<file path="src/rtl/cache_part_consts.sv">
// Shared constants and helpers for the partitioned cache set: default sizes,
// id-width helper, one-hot and lowest-set-bit encoders (up to 32 ways).
package cache_part_consts;

  localparam int DEF_NUM_WAYS    = 8;
  localparam int DEF_ADDR_WIDTH  = 8;
  localparam int DEF_NUM_DOMAINS = 4;

  function automatic int unsigned id_width(input int unsigned n);
    return (n <= 1) ? 1 : $clog2(n);
  endfunction

  function automatic logic [31:0] onehot32(input logic [31:0] idx);
    return 32'd1 << idx;
  endfunction

  // Index of the lowest set bit; 0 when the vector is empty.
  function automatic logic [31:0] lowest_idx32(input logic [31:0] v);
    logic [31:0] r;
    r = '0;
    for (int i = 31; i >= 0; i--) begin
      if (v[i]) r = 32'(i);
    end
    return r;
  endfunction

endpackage

</file>
<file path="src/rtl/partitioned_cache_set_way_select.sv">
// Victim helper for the user path: lowest invalid way inside the domain mask
// and the round-robin successor of the domain's pointer within that mask.
module way_select
  import cache_part_consts::*;
#(
  parameter int NUM_WAYS = DEF_NUM_WAYS,
  parameter int PTR_W    = id_width(DEF_NUM_WAYS)
) (
  input  logic [NUM_WAYS-1:0] i_mask,
  input  logic [NUM_WAYS-1:0] i_valid,
  input  logic [PTR_W-1:0]    i_rr,
  output logic [PTR_W-1:0]    o_inv_idx,
  output logic                o_any_inv,
  output logic [PTR_W-1:0]    o_rr_next
);

  logic [NUM_WAYS-1:0] w_inv;
  logic [NUM_WAYS-1:0] w_above;
  logic [NUM_WAYS-1:0] w_above_mask;

  assign w_inv     = i_mask & ~i_valid;
  assign o_any_inv = |w_inv;
  assign o_inv_idx = PTR_W'(lowest_idx32(32'(w_inv)));

  genvar gi;
  generate
    for (gi = 0; gi < NUM_WAYS; gi++) begin : g_above
      assign w_above[gi] = (gi > int'(i_rr));
    end
  endgenerate

  // Next owned way strictly above the pointer, else wrap to the lowest owned way.
  assign w_above_mask = i_mask & w_above;
  assign o_rr_next    = (|w_above_mask) ? PTR_W'(lowest_idx32(32'(w_above_mask)))
                                        : PTR_W'(lowest_idx32(32'(i_mask)));

endmodule

</file>
<file path="src/rtl/partitioned_cache_set.sv">
// One cache set whose ways are exclusively partitioned between security
// domains; user lookups and fills only ever touch the requester's own ways.
module partitioned_cache_set
  import cache_part_consts::*;
#(
  parameter int NUM_WAYS    = DEF_NUM_WAYS,
  parameter int ADDR_WIDTH  = DEF_ADDR_WIDTH,
  parameter int NUM_DOMAINS = DEF_NUM_DOMAINS,
  parameter int DOM_W       = id_width(NUM_DOMAINS)
) (
  input  logic                                       clk,
  input  logic                                       reset,
  input  logic                                       os_req,
  input  logic [DOM_W-1:0]                           os_domain,
  input  logic [NUM_WAYS-1:0]                        os_hitmap,
  output logic                                       os_err,
  input  logic                                       user_req,
  input  logic [DOM_W-1:0]                           user_domain,
  input  logic [ADDR_WIDTH-1:0]                      addr,
  output logic                                       resp_valid,
  output logic                                       hit,
  output logic [NUM_WAYS-1:0]                        hit_way,
  output logic [ADDR_WIDTH*NUM_WAYS-1:0]             all_tags_o,
  output logic [NUM_WAYS-1:0]                        all_valid_o,
  output logic [NUM_WAYS-1:0]                        owned_o,
  output logic [DOM_W*NUM_WAYS-1:0]                  owner_o,
  output logic [id_width(NUM_WAYS)*NUM_DOMAINS-1:0]  rr_ptr_o
);

  localparam int PTR_W = id_width(NUM_WAYS);

  logic                  r_valid [NUM_WAYS];
  logic [ADDR_WIDTH-1:0] r_tag   [NUM_WAYS];
  logic                  r_owned [NUM_WAYS];
  logic [DOM_W-1:0]      r_owner [NUM_WAYS];
  logic [PTR_W-1:0]      r_rr    [NUM_DOMAINS];

  logic                  r_os_err;
  logic                  r_resp_valid;
  logic                  r_hit;
  logic [NUM_WAYS-1:0]   r_hit_way;

  logic [NUM_WAYS-1:0]   w_mask_os;
  logic [NUM_WAYS-1:0]   w_mask_user;
  logic [NUM_WAYS-1:0]   w_valid_vec;
  logic [NUM_WAYS-1:0]   w_match;
  logic [NUM_WAYS-1:0]   w_conflict;
  logic                  w_os_legal;
  logic                  w_user_go;
  logic                  w_hit;
  logic                  w_mask_any;
  logic                  w_fill;
  logic [PTR_W-1:0]      w_rr_cur;
  logic [PTR_W-1:0]      w_inv_idx;
  logic                  w_any_inv;
  logic [PTR_W-1:0]      w_rr_next;
  logic [PTR_W-1:0]      w_victim_idx;
  logic [NUM_WAYS-1:0]   w_victim_oh;
  logic [PTR_W-1:0]      w_os_rr;

  assign w_os_legal   = (|os_hitmap) && !(|w_conflict);
  assign w_user_go    = user_req && !os_req;
  assign w_hit        = |w_match;
  assign w_mask_any   = |w_mask_user;
  assign w_fill       = w_user_go && !w_hit && w_mask_any;
  assign w_victim_idx = w_any_inv ? w_inv_idx : w_rr_cur;
  assign w_victim_oh  = NUM_WAYS'(onehot32(32'(w_victim_idx)));
  assign w_os_rr      = PTR_W'(lowest_idx32(32'(os_hitmap)));

  always_comb begin
    w_rr_cur = '0;
    for (int d = 0; d < NUM_DOMAINS; d++) begin
      if (user_domain == DOM_W'(d)) w_rr_cur = r_rr[d];
    end
  end

  way_select #(
    .NUM_WAYS (NUM_WAYS),
    .PTR_W    (PTR_W)
  ) u_way_select (
    .i_mask    (w_mask_user),
    .i_valid   (w_valid_vec),
    .i_rr      (w_rr_cur),
    .o_inv_idx (w_inv_idx),
    .o_any_inv (w_any_inv),
    .o_rr_next (w_rr_next)
  );

  genvar gi;
  generate
    for (gi = 0; gi < NUM_WAYS; gi++) begin : g_way
      assign w_mask_os[gi]   = r_owned[gi] && (r_owner[gi] == os_domain);
      assign w_mask_user[gi] = r_owned[gi] && (r_owner[gi] == user_domain);
      assign w_valid_vec[gi] = r_valid[gi];
      assign w_match[gi]     = w_mask_user[gi] && r_valid[gi] && (r_tag[gi] == addr);
      assign w_conflict[gi]  = os_hitmap[gi] && r_owned[gi] && (r_owner[gi] != os_domain);

      // Granted ways start empty; kept ways retain contents; released ways are scrubbed.
      always_ff @(posedge clk or posedge reset) begin
        if (reset) begin
          r_valid[gi] <= 1'b0;
          r_tag[gi]   <= '0;
          r_owned[gi] <= 1'b0;
          r_owner[gi] <= '0;
        end else if (os_req) begin
          if (w_os_legal) begin
            if (os_hitmap[gi]) begin
              r_owned[gi] <= 1'b1;
              r_owner[gi] <= os_domain;
              if (!w_mask_os[gi]) begin
                r_valid[gi] <= 1'b0;
                r_tag[gi]   <= '0;
              end
            end else if (w_mask_os[gi]) begin
              r_owned[gi] <= 1'b0;
              r_owner[gi] <= '0;
              r_valid[gi] <= 1'b0;
              r_tag[gi]   <= '0;
            end
          end
        end else if (w_fill && w_victim_oh[gi]) begin
          r_valid[gi] <= 1'b1;
          r_tag[gi]   <= addr;
        end
      end

      assign all_tags_o[gi*ADDR_WIDTH +: ADDR_WIDTH] = r_tag[gi];
      assign all_valid_o[gi]                         = r_valid[gi];
      assign owned_o[gi]                             = r_owned[gi];
      assign owner_o[gi*DOM_W +: DOM_W]              = r_owner[gi];
    end

    for (gi = 0; gi < NUM_DOMAINS; gi++) begin : g_dom
      // Pointer moves only when a full mask forces round-robin eviction.
      always_ff @(posedge clk or posedge reset) begin
        if (reset) begin
          r_rr[gi] <= '0;
        end else if (os_req) begin
          if (w_os_legal && (os_domain == DOM_W'(gi))) r_rr[gi] <= w_os_rr;
        end else if (w_fill && !w_any_inv && (user_domain == DOM_W'(gi))) begin
          r_rr[gi] <= w_rr_next;
        end
      end

      assign rr_ptr_o[gi*PTR_W +: PTR_W] = r_rr[gi];
    end
  endgenerate

  always_ff @(posedge clk or posedge reset) begin
    if (reset) begin
      r_os_err     <= 1'b0;
      r_resp_valid <= 1'b0;
      r_hit        <= 1'b0;
      r_hit_way    <= '0;
    end else begin
      r_os_err     <= os_req && !w_os_legal;
      r_resp_valid <= w_user_go;
      r_hit        <= w_user_go && w_hit;
      if (!w_user_go)      r_hit_way <= '0;
      else if (w_hit)      r_hit_way <= w_match;
      else if (w_mask_any) r_hit_way <= w_victim_oh;
      else                 r_hit_way <= '0;
    end
  end

  assign os_err     = r_os_err;
  assign resp_valid = r_resp_valid;
  assign hit        = r_hit;
  assign hit_way    = r_hit_way;

endmodule

</file>
<file path="config.mk">
export PLATFORM = sky130hd
export DESIGN_NAME = partitioned_cache_set
export DESIGN_NICKNAME = d
export VERILOG_FILES = /design/src/rtl/cache_part_consts.sv /design/src/rtl/partitioned_cache_set_way_select.sv /design/src/rtl/partitioned_cache_set.sv
export SDC_FILE = /design/constraint.sdc
export NUM_CORES = 1
export LEC_CHECK = 0
export ABC_AREA = 1
export CORE_AREA = 5 5 127 129
export CTS_BUF_LIST = sky130_fd_sc_hd__clkbuf_2 sky130_fd_sc_hd__clkbuf_4 sky130_fd_sc_hd__clkbuf_8
export DETAILED_ROUTE_END_ITERATION = 12
export DIE_AREA = 0 0 132 134
export PLACE_DENSITY_LB_ADDON = 0.3
export REMOVE_ABC_BUFFERS = 1
export SETUP_SLACK_MARGIN = 0.15
export SLEW_MARGIN = 40
export SYNTH_ARGS = -nofsm -noshare
export SYNTH_HDL_FRONTEND = slang
export SYNTH_SLANG_ARGS = --single-unit
export TNS_END_PERCENT = 20
</file>
<file path="constraint.sdc">
create_clock -name clk -period 4.5 [get_ports clk]
set_input_delay 0.9 -clock clk [delete_from_list [all_inputs] [get_ports clk]]
set_output_delay 0.9 -clock clk [all_outputs]
set_load 0.05 [all_outputs]
</file>
==> flow_metrics.env <==
export IMPL_hpwl_um=18200
export IMPL_startpoint_type="input pin"
export IMPL_grt_pass1_wl_um=38200
export IMPL_synth_area_leader_cell="dfrtp_1"
export IMPL_ant_nets=0
export IMPL_path_max_fanout=11
export IMPL_n_antenna_cell=0
export IMPL_p_per_area_nw_per_um2=821
export IMPL_area_growth_pct=27.1
export IMPL_cts_buffers=17
export IMPL_tightest_slew_ns=0.785
export IMPL_fin_crit_ns=3.34
export IMPL_synth_edff_count=0
export IMPL_htree_levels=4
export IMPL_num_vias=7496
export IMPL_hold_violations=0
export IMPL_core_area_um2=14900
export IMPL_drt_iter0_markers=775
export IMPL_routed_wl_um=23800
export IMPL_status="complete, no violations"
export IMPL_use_met1_pct=38.0
export IMPL_vdd_drop_max_uv=441
export IMPL_grtUsageMet2_pct=40.7
export IMPL_worstSetupPathType="in2reg"
export IMPL_crit_arrival_ns=3.67
export IMPL_timing_setup_tns_ns=0
export IMPL_clock_skew_ns=0.0101
export IMPL_grt_max_degree=48
export IMPL_synthCells=1021
export IMPL_drive_gt1_share_pct=9.38
export IMPL_synth_most_common_cell="nand2_1"
export IMPL_drv_slew=0
export IMPL_hold_buffers=0
export IMPL_first_pass_iters=5
export IMPL_grt_use_met3_pct=5.59
export IMPL_grt_busiest_layer="met2"
export IMPL_antenna_found_initial=0
export IMPL_tritoncts="yes"
export IMPL_die_y_um=134
export IMPL_crit_slowest_cell="clkdlybuf4s50_1"
export IMPL_postCtsSetupBuffers=0
export IMPL_num_nets_final=1194
export IMPL_gr_total_overflow=0
export IMPL_synth_top_area_share_pct=41.3
export IMPL_synth_area_um2=7200
export IMPL_slowest_delay_ns=0.56
export IMPL_dp_cells=1339
export IMPL_setup_viol=0
export IMPL_fin_crit_sh_pct=74.2
export IMPL_ys_warn_count=0
export IMPL_power_leakage_nw=4.45
export IMPL_max_freq_mhz=300
export IMPL_rsz0062_at_grt="no"
export IMPL_port_buffers=142
export IMPL_timing_slew_headroom_pct=47.4
export IMPL_hold_class="reg2reg"
export IMPL_clock_sinks=119
export IMPL_vias_per_cell=5.47
export IMPL_io_pins=143
export IMPL_dieArea_um2=17700
export IMPL_fin_cells=1371
export IMPL_crit_chain="clkdlybuf4s50_1, inv_2, nor2_1, nand2_1, nand2_1, nor2_1, nor2_1, o21bai_1, nand2_1, nor3_1, o21ai_0, nand2_1, o21ai_0"
export IMPL_async_reset_ff_share_pct=100
export IMPL_ys_seq_elements=119
export IMPL_cp_common_cell="nand2_1"
export IMPL_cp_required_ns=4.83
export IMPL_crit_family="simple AND/OR/NAND/NOR gates"
export IMPL_ctsResizeCount=0
export IMPL_clock_path_buffers=2
export IMPL_synth_ff_type="dfrtp_1"
export IMPL_ys_types=40
export IMPL_gp_congestion=0.960
export IMPL_crit_buf_inv=2
export IMPL_drc_errors=0
export IMPL_ys_top_cells_by_area="dfrtp_1, nand2_1, inv_1"
export IMPL_grt_pass1_vias=7205
export IMPL_avgSynthCellArea_um2=7.05
export IMPL_yosysSeqAreaShare_pct=41.3
export IMPL_worstSkewPairLatency_ns=0.46
export IMPL_ys_top_cells_by_count="nand2_1, dfrtp_1, inv_1"
export IMPL_maxCapViolations=0
export IMPL_wl_per_cell_um=17.4
export IMPL_cts_reportedPaths_clkPinSlew_ns=0.08
export IMPL_root_buffer="clkbuf_8"
export IMPL_end_kind="register"
export IMPL_core_rowCount=45
export IMPL_track_usage_pct=27.1
export IMPL_initial_core_util_pct=48.3
export IMPL_nFillCells=1332
export IMPL_dieWidth_um=132
-- placed cells by master, fill, tap and decap left out, types with 2 or more instances in the layout --
| master | n |
|---|---|
| xnor2_1 | 10 |
| a31oi_1 | 2 |
| clkbuf_4 | 2 |
| a21oi_1 | 14 |
| inv_2 | 13 |
| nor2_4 | 4 |
| xor2_1 | 2 |
| or2_2 | 2 |
| clkinvlp_4 | 4 |
| nand4_2 | 2 |
| buf_4 | 15 |
| nand2_1 | 386 |
| nand2_2 | 8 |
| dfrtp_1 | 119 |
| nand2_4 | 10 |
| nor2_1 | 73 |
| clkbuf_8 | 20 |
| nor3_1 | 7 |
| o21ai_0 | 61 |
| clkinv_2 | 2 |
| inv_4 | 2 |
| nand3_1 | 59 |
| inv_1 | 109 |
| nand4_1 | 14 |
| clkinv_4 | 2 |
| nand3b_1 | 2 |
| clkdlybuf4s50_1 | 142 |
| nor2_8 | 2 |
| o22ai_1 | 13 |
| o21ai_1 | 48 |
| nor2_2 | 6 |
| o211ai_1 | 7 |
| nand3_2 | 8 |
-- routing by layer --
metal,share of wire [%],vias to the layer above
li1,-,3552
met1,44,3482
met2,44,398
met3,8.8,64
met4,3.2,0
met5,0,-
-- tightest hold or removal path, stage by stage, from the launching register on --
cell,delay [ns]
dfrtp_1,0.37
nand2_1,0.06
nand2_1,0.05
-- final timing paths --
path / startpoint / to / slack, ns / depth (start not counted)
min in group asynchronous: reset / all_tags_o[0] / 0.89 / 2
setup reg to reg: owner_o[3] / all_tags_o[59] / 1.86 / 14
setup / recovery: user_domain[0] / rr_ptr_o[11] / 1.16 / 13
hold reg to reg: all_tags_o[5] / all_tags_o[5] / 0.50 / 2
hold / removal: all_tags_o[5] / all_tags_o[5] / 0.50 / 2
max in group asynchronous: reset / all_valid_o[5] / 2.66 / 3
-- where the power goes --
part | total (mW) | internal (mW) | switching [mW]
clock | 0.960 | 0.493 | 0.467
sequential | 1.92 | 1.49 | 0.428
combinational | 4.64 | 1.42 | 3.21
-- cells by family (layout without fill, tap and decap cells) --
logic type | Yosys count | after routing | synth area share [%]
xor+xnor | 13 | 13 | 1.69
buf+inv | 151 | 313 | 9.52
simple gates | 587 | 587 | 36.2
compound gates | 151 | 151 | 11.2
flops | 119 | 119 | 41.3
-- sequential cells by signal, summed over array words and instances, names as in the netlist --
| register | flops |
|---|---|
| all_tags_o | 64 |
| all_valid_o | 8 |
| hit | 1 |
| hit_way | 8 |
| os_err | 1 |
| owned_o | 8 |
| owner_o | 16 |
| resp_valid | 1 |
| rr_ptr_o | 12 |
-- metrics by stage --
step / hold WS [ns] / worst slack [ns] / cell area [um2] / power (mW) / util (%)
after floorplan: 0.763 / 0.443 / 6980 / 5.06 / -
after global placement: 0.500 / 0.736 / 8760 / 6.52 / 58.7
final: 0.504 / 1.16 / 9150 / 7.52 / 61.3
after detailed placement: 0.496 / 0.789 / 8760 / 6.54 / 58.7
after global routing: 0.568 / 0.975 / 9150 / 7.97 / 61.3
after CTS: 0.514 / 1.27 / 9150 / 7.51 / 61.3
-- final cells by class --
cell class	instances	area, um2	area share (%)
multi-input combinational	751	3550	38.8
sequential	119	2980	32.5
timing repair buffer	157	1530	16.8
inverter	124	470	5.14
clock buffer	22	290	3.17
tap	188	235	2.57
clock inverter	10	96.3	1.05
Power figures use the tool's default switching activity.
